===== config.mk =====
export PLATFORM = sky130hd
export DESIGN_NAME = lowbit_find32_flat
export DESIGN_NICKNAME = d
export VERILOG_FILES = /design/src/rtl/lowbit_find32_if.sv /design/src/rtl/lowbit_find32.sv /design/src/flat_wrapper.sv
export SDC_FILE = /design/constraint.sdc
export NUM_CORES = 1
export LEC_CHECK = 0
export BUFFER_PORTS_ARGS = -buffer_cell sky130_fd_sc_hd__buf_2
export CAP_MARGIN = 20
export CORE_MARGIN = 2
export CORE_UTILIZATION = 45
export CTS_BUF_LIST = sky130_fd_sc_hd__clkbuf_16
export CTS_CLUSTER_SIZE = 10
export DETAILED_ROUTE_END_ITERATION = 7
export PLACE_DENSITY = 0.77
export SYNTH_ARGS = -nofsm -noshare
export SYNTH_HDL_FRONTEND = slang
export SYNTH_SLANG_ARGS = --single-unit

===== constraint.sdc =====
create_clock -name clk_i -period 4.24 [get_ports clk_i]
set_input_delay 0.212 -clock clk_i [delete_from_list [all_inputs] [get_ports clk_i]]
set_output_delay 0.212 -clock clk_i [all_outputs]
set_load 0.1 [all_outputs]

===== src/rtl/lowbit_find32_if.sv =====
// ----------------------------------------------------------------------------
// lowbit_find32_if
//   Request/result bundle for the lowest-set-bit search engine.
//
//   Signals
//     ld_i    start request; b_i is captured on every rising edge with ld_i=1
//     b_i     32-bit word to search
//     busy_o  high while a search is in progress
//     done_o  one-cycle pulse when idx_o/zero_o carry a fresh result
//     idx_o   index of the lowest set bit of the captured word
//     zero_o  high when the captured word was all zeros
//
//   Modports
//     master  requester side (drives ld_i/b_i, observes the result)
//     slave   engine side    (observes ld_i/b_i, drives the result)
// ----------------------------------------------------------------------------
interface lowbit_find32_if;
  logic        ld_i;
  logic [31:0] b_i;
  logic        busy_o;
  logic        done_o;
  logic [4:0]  idx_o;
  logic        zero_o;

  modport master (
    output ld_i,
    output b_i,
    input  busy_o,
    input  done_o,
    input  idx_o,
    input  zero_o
  );

  modport slave (
    input  ld_i,
    input  b_i,
    output busy_o,
    output done_o,
    output idx_o,
    output zero_o
  );
endinterface : lowbit_find32_if


===== src/rtl/lowbit_find32.sv =====
// ----------------------------------------------------------------------------
// lowbit_find32
//   Multi-cycle search for the lowest set bit of a 32-bit word. The captured
//   word is walked from bit 0 upward in chunks of STEP bits, one chunk per
//   clock. The first chunk with any bit set yields the result; an all-zero
//   word reports idx_o=31 with zero_o=1. This is the inverse of the prefix-OR
//   used for sticky-bit generation.
//
//   Parameters
//     STEP    bits examined per scan cycle: 1, 2, 4, 8, 16 or 32
//
//   Ports
//     clk_i   system clock, rising edge
//     rst_i   asynchronous, active-high reset
//     bus     lowbit_find32_if.slave (ld_i, b_i in; busy_o, done_o, idx_o,
//             zero_o out)
//
//   Timing
//     A word loaded on edge E0 whose lowest set bit lies in chunk k shows
//     done_o in the cycle after edge E(k+1), i.e. it is sampled high on edge
//     E(k+2). busy_o covers the k+1 SCAN cycles before that. A new ld_i in
//     SCAN or DONE restarts the search; the old search never reports.
//     All outputs come straight from flops.
// ----------------------------------------------------------------------------
module lowbit_find32 #(
  parameter int STEP = 8
) (
  input  logic          clk_i,
  input  logic          rst_i,
  lowbit_find32_if.slave bus
);

  localparam int         NCHUNK = 32 / STEP;
  localparam logic [4:0] K_LAST = 5'(NCHUNK - 1);

  typedef enum logic [1:0] {
    IDLE = 2'd0,
    SCAN = 2'd1,
    DONE = 2'd2
  } state_t;

  state_t            state_q, state_n;
  logic [31:0]       word_q,  word_n;
  logic [4:0]        k_q,     k_n;
  logic [4:0]        idx_q,   idx_n;
  logic              zero_q,  zero_n;
  logic              busy_q,  busy_n;
  logic              done_q,  done_n;

  // Chunk currently under examination and its lowest set position.
  logic [STEP-1:0]   chunk;
  logic              hit;
  logic [4:0]        pos;

  // --------------------------------------------------------------------------
  // Chunk select and in-chunk priority encoder
  // --------------------------------------------------------------------------
  // NOTE: every variable written in an always_comb gets a default first, so
  // no path through the block leaves it unassigned and no latch is inferred.
  always_comb begin
    chunk = STEP'(word_q >> (int'(k_q) * STEP));
    hit   = |chunk;
    pos   = '0;
    // Walking from the top down lets the lowest set bit overwrite last.
    for (int i = STEP - 1; i >= 0; i--) begin
      if (chunk[i]) begin
        pos = 5'(i);
      end
    end
  end

  // --------------------------------------------------------------------------
  // Next-state and next-output logic
  // --------------------------------------------------------------------------
  always_comb begin
    state_n = state_q;
    word_n  = word_q;
    k_n     = k_q;
    idx_n   = idx_q;
    zero_n  = zero_q;

    if (bus.ld_i) begin
      // A load wins in every state: it also aborts a search in flight, so
      // that search can never reach DONE.
      word_n  = bus.b_i;
      k_n     = '0;
      state_n = SCAN;
    end else begin
      unique case (state_q)
        IDLE: begin
          state_n = IDLE;
        end
        SCAN: begin
          if (hit) begin
            idx_n   = 5'(int'(k_q) * STEP) + pos;
            zero_n  = 1'b0;
            state_n = DONE;
          end else if (k_q == K_LAST) begin
            idx_n   = 5'd31;
            zero_n  = 1'b1;
            state_n = DONE;
          end else begin
            k_n     = k_q + 5'd1;
          end
        end
        DONE: begin
          state_n = IDLE;
        end
        default: begin
          state_n = IDLE;
        end
      endcase
    end

    // Status flags are registered copies of the next state, so busy_o and
    // done_o line up exactly with the SCAN and DONE cycles.
    busy_n = (state_n == SCAN);
    done_n = (state_n == DONE);
  end

  // --------------------------------------------------------------------------
  // State and result registers
  // --------------------------------------------------------------------------
  // NOTE: sequential state uses non-blocking assignments so every flop samples
  // the pre-edge values, independent of statement order.
  always_ff @(posedge clk_i or posedge rst_i) begin
    if (rst_i) begin
      state_q <= IDLE;
      word_q  <= '0;
      k_q     <= '0;
      idx_q   <= '0;
      zero_q  <= 1'b0;
      busy_q  <= 1'b0;
      done_q  <= 1'b0;
    end else begin
      state_q <= state_n;
      word_q  <= word_n;
      k_q     <= k_n;
      idx_q   <= idx_n;
      zero_q  <= zero_n;
      busy_q  <= busy_n;
      done_q  <= done_n;
    end
  end

  assign bus.busy_o = busy_q;
  assign bus.done_o = done_q;
  assign bus.idx_o  = idx_q;
  assign bus.zero_o = zero_q;

endmodule : lowbit_find32


===== src/flat_wrapper.sv =====
// flat-port wrapper written by rule: the top's interface ports become plain ports
module lowbit_find32_flat 
#(
  parameter int STEP = 8
)
  (clk_i, rst_i, bus_ld_i, bus_b_i, bus_busy_o, bus_done_o, bus_idx_o, bus_zero_o);
  lowbit_find32_if bus_i ();
  input  logic clk_i;
  input  logic rst_i;
  input wire logic [$bits(bus_i.ld_i)-1:0] bus_ld_i;
  input wire logic [$bits(bus_i.b_i)-1:0] bus_b_i;
  output wire logic [$bits(bus_i.busy_o)-1:0] bus_busy_o;
  output wire logic [$bits(bus_i.done_o)-1:0] bus_done_o;
  output wire logic [$bits(bus_i.idx_o)-1:0] bus_idx_o;
  output wire logic [$bits(bus_i.zero_o)-1:0] bus_zero_o;
  assign bus_i.ld_i = bus_ld_i;
  assign bus_i.b_i = bus_b_i;
  assign bus_busy_o = bus_i.busy_o;
  assign bus_done_o = bus_i.done_o;
  assign bus_idx_o = bus_i.idx_o;
  assign bus_zero_o = bus_i.zero_o;
  lowbit_find32 #(.STEP(STEP)) u_core (.clk_i(clk_i), .rst_i(rst_i), .bus(bus_i));
endmodule

# Word-level counts from Yosys, hierarchy flattened
# Cells that the tools add are included.
# op_classes
n_addsub,2
n_eq_ne,6
n_shift,1
mux,20
bitwise,1
n_reduce_logical,5
# ops
cell,count
right shift 32 x 8 -> 8 bit,1
two-way mux 5 bit,6
two-way mux 3 bit,8
two-way mux 2 bit,4
OR reduction 8 bit,1
AND reduction 3 bit,2
adder 5 x 1 -> 5 bit (second input constant),1
adder 5 x 3 -> 5 bit,1
equality test 5 x 2 -> 1 bit (second input constant),1
equality test 2 x 1 -> 1 bit (second input constant),2
inequality test 2 bit (second input constant),2
nonzero test 2 bit,2
equality test 2 bit (second input constant),1
two-way mux 1 bit,2
inverter 1 bit,1
# word_totals
register_bits,47
inputBits,35
output_inout_bits,8
wordCells,42

# Longest topological paths before layout
# depth
word_depth,11
mapped_depth,6

# Least setup slack after synthesis
# No wires, ideal clock.
# synth_timing
kind,flip-flop to flip-flop
startpoint,reg u_core.k_q[0]
endpoint,reg u_core.k_q[0]
setup_ns,0.128
t_arrival_ns,2.717
t_required_ns,4.112
path_slack_ns,1.395
stages_incl_launch_ff,7
path_buffers,1
period_less_slack_ns,2.845
path_cell_list,dfrtp_1 buf_6 mux4_2 or4_4 or4b_4 o31ai_4 mux2_1
# synth_between
elab_chain_cells,5
# synth_lines
element,line_no,rtl
"start, declared",lowbit_find32.sv:44,"logic [4:0] k_q, k_n;"
"start signal, assigned",lowbit_find32.sv:138,k_q <= k_n;
"parallel branches: the longest is 5 deep, another holds right shift 32 x 8 -> 8 bit",n/a,
# Parallel ways; which one is timed is not known. The select of a mux whose other input is x is not followed.
# A chain may end at the register's enable or synchronous reset.

# Worst setup path in the final report
# Same ends and word-level chain as after synthesis.

==> results.txt <==
----------------------------------------------------
[Critical path]
  Setup crit start ... u_core.k_q[0]$_DFFE_PP0P_
  Critical Setup Path Class ... reg2reg
  Arrival time worst endpoint ... ~3400 ps
  Flop-to-flop setup slack ... roughly 990 ps
  Critical path launch point type ... flip-flop
  Number of stages on the worst setup path ... 5
  Delay of the slowest cell on the worst path ... 700 ps
  End of the worst register-to-register path ... u_core.k_q[0]$_DFFE_PP0P_
  Master of the slowest instance on the critical path ... sky130_fd_sc_hd__dfrtp_1
  Worst Setup EP ... u_core.k_q[0]$_DFFE_PP0P_
  Critical register-to-register path startpoint ... u_core.k_q[0]$_DFFE_PP0P_
  Critical-path cell list ... mux4_1, or4_4, or4b_4, o31ai_4, mux2_1
  Largest fanout on the critical path ... 13
  Crit path capture type ... flip-flop
  Data required time at the worst endpoint ... between 4000 and 5000 ps
  WP buf/inv ... 0
  Worst Reg-to-Reg Cells ... 5
  Cell family contributing the most delay on the critical path ... simple AND/OR/NAND/NOR gates

[Routing]
  Post-detailed-route via-to-cell ratio ... approximately 5.4
  Count of antenna-violating nets left after detailed routing ... 0
  Vias post-DR ... approximately 1300
  Drt first pass iters ... 4
  Average wire per cell in the routed design ... roughly 16 um
  Post-route DRC ... 0
  Total Wirelength ... 3671 um
  First-iteration detailed-routing DRC count ... 50

[Layout]
  Total of fill cells in the finished design ... approximately 410
  Final layout net count ... 219
  Leading cell type in the layout, fill and taps excluded ... sky130_fd_sc_hd__dfrtp_1
  Final non-filler cell area ... between 2000 and 2500 um2
  Area growth from synthesis to layout ... 17.53%
  Leading cell types in the layout, fill and taps excluded ... 47 x sky130_fd_sc_hd__dfrtp_1, 42 x sky130_fd_sc_hd__buf_2, 32 x sky130_fd_sc_hd__mux2_2, 7 x sky130_fd_sc_hd__nor2_1, 7 x sky130_fd_sc_hd__mux4_1
  Antenna diode instance count ... 0
  Fraction of layout cells with a size suffix above 1 ... roughly 50%

[Die]
  Effective utilization at floorplan ... a little under half
  Height of the die ... slightly above 70 um
  Placement Rows ... 25
  Ports placed on the boundary ... 43
  Chip width ... between 70 and 80 um
  Core Box Area ... between 4000 and 5000 um2
  Total Die Area ... 5293 um2

[Placed design]
  GPL Wtd Cong ... roughly 0.83
  Placed cell area ... between 2000 and 2500 um2
  Port buffer count ... 42
  Detailed-placement wirelength estimate ... approximately 2600 um

[Clock network]
  Buffer depth of the longest clock path ... 2
  Insertion delay to the later sink of the worst-skew pair ... approximately 280 ps
  Setup fix buffers added after clock tree synthesis ... 0
  TritonCTS buffer count ... 5
  Clock H-tree levels ... 2
  Root buffer selected by CTS ... sky130_fd_sc_hd__clkbuf_16
  # resized after CTS ... 0
  Clock slew at the register clock pins of the worst setup and hold paths ... roughly 60 ps
  Clock tree from TritonCTS ... built
  Sink count of the clock tree ... 47
  Quantity of hold-fixing buffers added after cts ... 0

[STA]
  Upper clock frequency limit ... ~0.31 GHz
  Time the final worst path needs with I/O delays and setup ... approximately 3300 ps
  Final worst path period share ... between 70% and 80%
  Remaining max-slew budget at the tightest pin ... a little over a third
  Final number of setup-violating endpoints ... 0
  Worst clock skew ... between 4 and 5 ps
  Final-layout setup total negative slack ... 0 ps
  Final hold viol count ... 0
  RSZ-0062 raised after global routing ... no
  Slew at the pin closest to its max-slew limit ... 958.2 ps
  Pins over their slew limit ... 0

[Global route]
  Wire length of the first global-routing pass ... roughly 6100 um
  Vias in the first global route ... around 1300
  GRT overflow ... 0
  GRT Total Usage ... approximately 15%
  Maximum number of pins on one net before global-route repair ... 48
  Number of antenna violations at the first check in global routing ... 0

[Run]
  Max-cap violations ... 0

[Yosys]
  Post-synth EDFFs ... 0
  Instance count of the mapped netlist ... about 140
  Synth Flop Type ... sky130_fd_sc_hd__dfrtp_1
  Synthesized netlist net count ... between 150 and 200
  Number of warnings printed during yosys synthesis ... 0
  Sequential-to-total area share from yosys stat ... between 50% and 60%
  Share of synthesized flip-flops with an asynchronous set or reset ... 100.0%
  Post-synthesis instance area ... about 2100 um2
  Average cell area after synthesis ... approximately 15 um2
  Distinct cells, synth ... 31
  Number of storage elements in the synthesis netlist ... 47

[Pwr]
  Max VDD drop ... approximately 0.00024 V
  Power per cell area ... about 430 nW/um2
  Leakage power total ... between 1 and 1.5 nW

[Outcome]
  Run status ... complete, no violations

[Min path]
  Worst hold path type ... in2async

----------------------------------------------------
==> sequential cells by signal (all words and copies together), names as in the netlist <==
name	cells
u_core.state_q	2
u_core.bus.zero_o	1
u_core.bus.idx_o	5
u_core.bus.busy_o	1
u_core.word_q	32
u_core.bus.done_o	1
u_core.k_q	5
==> cell usage after synthesis, types with 3 or more instances <==
library cell | n | area, um2
sky130_fd_sc_hd__clkbuf_1 | 5 | 18.77
sky130_fd_sc_hd__dfrtp_1 | 47 | 1176
sky130_fd_sc_hd__mux2_2 | 32 | 360.4
sky130_fd_sc_hd__mux4_1 | 7 | 183.9
sky130_fd_sc_hd__nand2b_1 | 4 | 25.02
sky130_fd_sc_hd__nor2_1 | 7 | 26.28
sky130_fd_sc_hd__nor3_1 | 3 | 15.01
sky130_fd_sc_hd__o21a_1 | 4 | 30.03
sky130_fd_sc_hd__o22a_2 | 3 | 30.03
sky130_fd_sc_hd__xor2_1 | 3 | 26.28
==> routing by layer <==
| metal | vias up | part of all wire (%) | track usage (%) |
|---|---|---|---|
| met2 | 37 | 46 | 23.33 |
| met4 | 0 | 2.0 | 7.407 |
| met5 | - | 0 | 0 |
| met1 | 637 | 46 | 21.11 |
| met3 | 8 | 5.6 | 3.867 |
| li1 | 604 | - | - |
==> stage by stage <==
stage	worst slack [ps]	power (mW)	std cells	util [%]	hold WS, ps
2_1_floorplan	1395	0.6850	141	-	363.7
4_1_cts	962.8	1.090	236	54.00	151.2
6_report	988.6	1.081	236	54.00	151.1
5_1_grt	866.9	1.122	236	54.00	153.8
3_3_place_gp	1026	0.7289	230	51.22	443.6
3_5_place_dp	978.1	0.7343	230	51.22	446.4
==> how the worst min path moves through the flow <==
stage	startpoint	slack (ps)	end	cells after the start
global route	bus_b_i[10]	150	u_core.word_q[10]$_DFFE_PP0P_	2
global placement	bus_b_i[15]	440	u_core.word_q[15]$_DFFE_PP0P_	2
floorplan	bus_b_i[18]	360	u_core.word_q[18]$_DFFE_PP0P_	1
CTS	bus_b_i[6]	150	u_core.word_q[6]$_DFFE_PP0P_	2
finish	rst_i	150	u_core.bus.idx_o[1]$_DFFE_PP0P_	2
detailed placement	bus_b_i[6]	450	u_core.word_q[6]$_DFFE_PP0P_	2
==> cell type report <==
| class | count | area (um2) | area share [%] |
|---|---|---|---|
| Clock buffer | 5 | 125.1 | 5.005 |
| Clock inverter | 1 | 3.754 | 0.1502 |
| Inverter | 1 | 3.754 | 0.1502 |
| Multi-Input combinational cell | 86 | 913.4 | 36.54 |
| Sequential cell | 47 | 1176 | 47.05 |
| Tap cell | 54 | 67.56 | 2.703 |
| Timing Repair Buffer | 42 | 210.2 | 8.408 |
==> cell families (layout without fill, tap and decap cells) <==
family                   Yosys count  after routing  synth area share [%]
adder cells (fa/ha/maj)            1              1                0.5881
XOR/XNOR                           3              3                 1.236
multiplexers                      43             43                 28.35
AND/OR/NAND/NOR                   28             28                 7.529
AO/OA/AOI/OAI                     11             11                 5.235
buffers and inverters              8             49                 1.764
flip-flops                        47             47                 55.29
==> power by group <==
part,switching (mW),internal (mW)
Combinational,0.136,0.0735
Clock,0.148,0.209
Sequential,0.0216,0.492
(Power assumes the default switching activity.)
